$ cat src/rtl/uart_frame_tx.sv
// UART frame transmitter: start bit, DATA_WIDTH payload bits LSB first, optional parity,
// one or two stop bits, with a per-bit prescaler latched at frame acceptance.
module uart_frame_tx #(
    parameter int DATA_WIDTH     = 8,
    parameter int PRESCALE_WIDTH = 6
) (
    input  logic                      CLK,
    input  logic                      RST,
    input  logic [DATA_WIDTH-1:0]     P_DATA,
    input  logic                      DATA_VALID,
    input  logic                      PAR_EN,
    input  logic                      PAR_TYP,
    input  logic                      STOP2,
    input  logic [PRESCALE_WIDTH-1:0] PRESCALE,
    output logic                      TX_OUT,
    output logic                      BUSY,
    output logic                      FRAME_DONE
);

    localparam int CNT_W = (DATA_WIDTH > 1) ? $clog2(DATA_WIDTH) : 1;
    localparam logic [CNT_W-1:0] LAST_BIT = CNT_W'(DATA_WIDTH - 1);

    typedef enum logic [2:0] {
        ST_IDLE   = 3'd0,
        ST_START  = 3'd1,
        ST_DATA   = 3'd2,
        ST_PARITY = 3'd3,
        ST_STOP   = 3'd4
    } state_e;

    function automatic logic calc_parity(input logic [DATA_WIDTH-1:0] data, input logic odd);
        return (^data) ^ odd;
    endfunction

    state_e                    state_q,     state_d;
    logic [DATA_WIDTH-1:0]     shift_q,     shift_d;
    logic                      par_bit_q,   par_bit_d;
    logic                      par_en_q,    par_en_d;
    logic                      stop2_q,     stop2_d;
    logic [PRESCALE_WIDTH-1:0] prescale_q,  prescale_d;
    logic [PRESCALE_WIDTH-1:0] presc_cnt_q, presc_cnt_d;
    logic [CNT_W-1:0]          bit_cnt_q,   bit_cnt_d;
    logic                      tx_q,        tx_d;
    logic                      busy_q,      busy_d;
    logic                      done_q,      done_d;

    logic [PRESCALE_WIDTH-1:0] bit_len_s;
    logic                      tick_s;

    // A PRESCALE of 0 or 1 both mean one clock per bit.
    assign bit_len_s = (prescale_q > PRESCALE_WIDTH'(1)) ? prescale_q : PRESCALE_WIDTH'(1);
    assign tick_s    = (presc_cnt_q == (bit_len_s - PRESCALE_WIDTH'(1)));

    // Next-state, counters and next output values; outputs are registered from these.
    always_comb begin
        state_d     = state_q;
        shift_d     = shift_q;
        par_bit_d   = par_bit_q;
        par_en_d    = par_en_q;
        stop2_d     = stop2_q;
        prescale_d  = prescale_q;
        bit_cnt_d   = bit_cnt_q;
        tx_d        = tx_q;
        busy_d      = busy_q;
        done_d      = 1'b0;
        presc_cnt_d = tick_s ? {PRESCALE_WIDTH{1'b0}} : (presc_cnt_q + PRESCALE_WIDTH'(1));

        case (state_q)
            ST_IDLE: begin
                tx_d        = 1'b1;
                busy_d      = 1'b0;
                presc_cnt_d = {PRESCALE_WIDTH{1'b0}};
                bit_cnt_d   = {CNT_W{1'b0}};
                if (DATA_VALID) begin
                    state_d    = ST_START;
                    shift_d    = P_DATA;
                    par_bit_d  = calc_parity(P_DATA, PAR_TYP);
                    par_en_d   = PAR_EN;
                    stop2_d    = STOP2;
                    prescale_d = PRESCALE;
                    tx_d       = 1'b0;
                    busy_d     = 1'b1;
                end else begin
                    state_d = ST_IDLE;
                end
            end
            ST_START: begin
                if (tick_s) begin
                    state_d   = ST_DATA;
                    tx_d      = shift_q[0];
                    bit_cnt_d = {CNT_W{1'b0}};
                end else begin
                    state_d = ST_START;
                end
            end
            ST_DATA: begin
                if (tick_s) begin
                    if (bit_cnt_q == LAST_BIT) begin
                        bit_cnt_d = {CNT_W{1'b0}};
                        if (par_en_q) begin
                            state_d = ST_PARITY;
                            tx_d    = par_bit_q;
                        end else begin
                            state_d = ST_STOP;
                            tx_d    = 1'b1;
                        end
                    end else begin
                        // Current bit sits in shift_q[0]; the next one is shift_q[1].
                        bit_cnt_d = bit_cnt_q + CNT_W'(1);
                        shift_d   = shift_q >> 1;
                        tx_d      = shift_q[1];
                    end
                end else begin
                    state_d = ST_DATA;
                end
            end
            ST_PARITY: begin
                if (tick_s) begin
                    state_d   = ST_STOP;
                    tx_d      = 1'b1;
                    bit_cnt_d = {CNT_W{1'b0}};
                end else begin
                    state_d = ST_PARITY;
                end
            end
            ST_STOP: begin
                if (tick_s) begin
                    if (stop2_q && (bit_cnt_q == {CNT_W{1'b0}})) begin
                        bit_cnt_d = CNT_W'(1);
                    end else begin
                        state_d   = ST_IDLE;
                        tx_d      = 1'b1;
                        busy_d    = 1'b0;
                        done_d    = 1'b1;
                        bit_cnt_d = {CNT_W{1'b0}};
                    end
                end else begin
                    state_d = ST_STOP;
                end
            end
            default: begin
                state_d     = ST_IDLE;
                tx_d        = 1'b1;
                busy_d      = 1'b0;
                presc_cnt_d = {PRESCALE_WIDTH{1'b0}};
                bit_cnt_d   = {CNT_W{1'b0}};
            end
        endcase
    end

    // State and output registers; reset parks the line high and clears all latches.
    always_ff @(posedge CLK or negedge RST) begin
        if (!RST) begin
            state_q     <= ST_IDLE;
            shift_q     <= {DATA_WIDTH{1'b0}};
            par_bit_q   <= 1'b0;
            par_en_q    <= 1'b0;
            stop2_q     <= 1'b0;
            prescale_q  <= {PRESCALE_WIDTH{1'b0}};
            presc_cnt_q <= {PRESCALE_WIDTH{1'b0}};
            bit_cnt_q   <= {CNT_W{1'b0}};
            tx_q        <= 1'b1;
            busy_q      <= 1'b0;
            done_q      <= 1'b0;
        end else begin
            state_q     <= state_d;
            shift_q     <= shift_d;
            par_bit_q   <= par_bit_d;
            par_en_q    <= par_en_d;
            stop2_q     <= stop2_d;
            prescale_q  <= prescale_d;
            presc_cnt_q <= presc_cnt_d;
            bit_cnt_q   <= bit_cnt_d;
            tx_q        <= tx_d;
            busy_q      <= busy_d;
            done_q      <= done_d;
        end
    end

    assign TX_OUT     = tx_q;
    assign BUSY       = busy_q;
    assign FRAME_DONE = done_q;

endmodule

$ cat config.mk
export PLATFORM = sky130hd
export DESIGN_NAME = uart_frame_tx
export DESIGN_NICKNAME = d
export VERILOG_FILES = /design/src/rtl/uart_frame_tx.sv
export SDC_FILE = /design/constraint.sdc
export NUM_CORES = 1
export LEC_CHECK = 0
export ABC_AREA = 0
export CORE_MARGIN = 3
export CORE_UTILIZATION = 42
export CTS_CLUSTER_SIZE = 20
export DETAILED_ROUTE_END_ITERATION = 10
export SYNTH_ARGS = -nofsm -noshare
export SYNTH_HDL_FRONTEND = slang
export SYNTH_SLANG_ARGS = --single-unit
$ cat constraint.sdc
create_clock -name CLK -period 6 [get_ports CLK]
set_input_delay 1.2 -clock CLK [delete_from_list [all_inputs] [get_ports CLK]]
set_output_delay 1.2 -clock CLK [all_outputs]
set_load 0.05 [all_outputs]
==> out/metrics.cfg <==
[placed_design]
dp_slack_ns=2.47
dp_hpwl_mm=2.72
gp_congestion=0.862
portBuffers=22

[timing]
drv_slew=0
worst_pin_slew_ns=0.944
slew_headroom=0.368
clock.fmax_ghz=0.309
fin_skew_ns=0.00456
worst_slack_ns=2.76
finalSetupViolCount=0
setup_tns_ns=0
rsz0062_at_grt=false
hold_ws_ns=0.505
hold_viol_final=0
period_share=0.540
fin_crit_ns=3.24

[run]
maxCapViolations=0

[finish]
area_delta_synth_final_pct=20.1
drive_above_1_share=0.208
layout.nets=216
n_fill_cell=368
utilization=0.537
diodes=0

[status]
outcome=finished, final reports clean

[cts]
postCtsSetupBuffers=0
cts-hold-fix-buffers=0
cts_resized=0
root_buffer=clkbuf_8
htree_levels=2
cts_tree=yes
clkSinkCount=32
clock_latency_ns=0.28
path_clk_slew_ns=0.06
clockBufferDepth=2
numCtsBuffers=5

[worst_hold_path]
hp-class=flop to flop

[floorplanning]
dieArea_sq_um=5180
core_area_sq_um=4090
num_rows=23
pin_count=23
start_util=0.447
die_width_microns=72.0
die_h_microns=72.0

[yosys]
netlist_top_cells_area=dfrtp_1, mux2_2, xnor2_1
yosys.area.top_type=dfrtp_1
ys_warn_count=0
netlist.area_leader.share=0.424
syn_avg_cell_area_sq_um=11.1
synth_cells=165
ys_seq_elements=32
synthFlopType=dfrtp_1
synth_edf_count=0
synthTopCellsByCount=dfrtp_1, mux2_2, nor2_1
synth_cell_type_count=40
syn-cell-area_sq_um=1830
synth_nets=190
async_flop_share=1.00
synth-seq-area-share=0.439
yosysMostFrequentCell=dfrtp_1

[detailed_routing]
routed_wl_mm=3.58
ant_nets=0
routed_via_density=5.31
num_vias=1286
drtPass1Iterations=4
drtIter0Drc=43
wire_per_inst_microns=14.8
route.detailed.drc=0

[power]
irDropWorstVdd_v=0.000182
p_per_area_nw_per_um2=464
seq_power_share=0.389
p_sw_w=0.000392
combPwrFrac=0.446
p_leak_nw=0.928
switching_share=0.385
p_int_w=0.000627
clkPwrFrac=0.165
total_power_w=0.00102

[global_routing]
grt_overflow=0
grt_pass1_wl_mm=6.21
antenna_found_initial=0
grt_util_all_layers=0.155
grt_pass1_vias=1301
grt_start_max_net_pins=33

[worst_setup_path]
cp_data_arrival_time_ns=3.40
end_kind=flop
cp.required_ns=6.16
start_kind=input port
rrSetupSlack_ns=2.96
worst-setup-path-type=input port to flop
path_max_fanout=16

[registers in the layout (all words and copies together), names as in the netlist]
signal / count
prescale_q: 6
par_bit_q: 1
bit_cnt_q: 3
state_q: 3
shift_q: 8
par_en_q: 1
presc_cnt_q: 6
stop2_q: 1
BUSY: 1
FRAME_DONE: 1
TX_OUT: 1
[per-layer routing]
metal  track usage  vias up  wire (microns)
met5             0        -               0
met4        0.0564        0              45
met3        0.0388        5             129
met2         0.259       25            1840
met1         0.193      623            1560
li1              -      633               -
[worst max-delay path: stages]
cell and delay, ns:
clkdlybuf4s50_1 0.50, nor4b_4 0.78, nor2_1 0.12, nor3_1 0.31
a21oi_4 0.16, mux2_2 0.33
[cell usage in the layout, fill, tap and decap left out, types with 3 or more instances in the layout]
cell / synthesis / layout
ha_1: 5 / 5
mux2i_1: 5 / 5
nor2_1: 14 / 14
xor2_1: 7 / 7
mux2_2: 22 / 22
dfrtp_1: 31 / 31
o21ai_0: 3 / 3
clkdlybuf4s50_1: 0 / 22
clkbuf_8: 0 / 6
nand2b_1: 3 / 3
nor3_1: 5 / 5
inv_1: 6 / 6
nand3_1: 4 / 4
nand2_1: 11 / 11
xnor2_1: 12 / 12
[path summary, 6_finish.rpt]
path / start / to / depth (start not counted)
min in group asynchronous: RST / presc_cnt_q[5] / 2
max in group asynchronous: RST / TX_OUT / 2
min reg2reg: shift_q[4] / shift_q[4] / 1
max: DATA_VALID / shift_q[6] / 6
max reg2reg: prescale_q[4] / bit_cnt_q[0] / 9
min: shift_q[4] / shift_q[4] / 1
[power by group through the flow]
stage / Clock [W] / Combinational, W / Sequential, W
6_report: 0.000168 / 0.000455 / 0.000396
5_1_grt: 0.000186 / 0.000508 / 0.000410
4_1_cts: 0.000174 / 0.000460 / 0.000395
3_5_place_dp: 0 / 0.000460 / 0.000398
3_3_place_gp: 0 / 0.000448 / 0.000395
2_1_floorplan: 0 / 0.000360 / 0.000382
[logic make-up (layout without fill, tap and decap cells)]
family,after synthesis,in the layout,synth area share
XOR/XNOR,20,20,0.103
AO/OA/AOI/OAI,21,21,0.0938
adder cells (fa/ha/maj),5,5,0.0342
flip-flops,32,32,0.439
multiplexers,27,27,0.163
buffers and inverters,10,37,0.0212
AND/OR/NAND/NOR,50,50,0.146
[cell type report]
class	count	area [sq um]	area share
multi-input cells	123	987	0.450
flip-flops and latches	32	802	0.365
repair buffers	23	228	0.104
clock buffers	6	82.6	0.0376
well taps	50	62.6	0.0285
inverters	6	22.5	0.0103
clock inverters	2	10.0	0.00456
[through the flow]
| stage | instance area [sq um] | instances |
|---|---|---|
| 4_1_cts | 2190 | 242 |
| 6_report | 2190 | 242 |
| 5_1_grt | 2190 | 242 |
| 2_1_floorplan | 1830 | 165 |
| 3_3_place_gp | 2100 | 234 |
| 3_5_place_dp | 2100 | 234 |
Note: power is estimated with default switching activity, not from simulation.
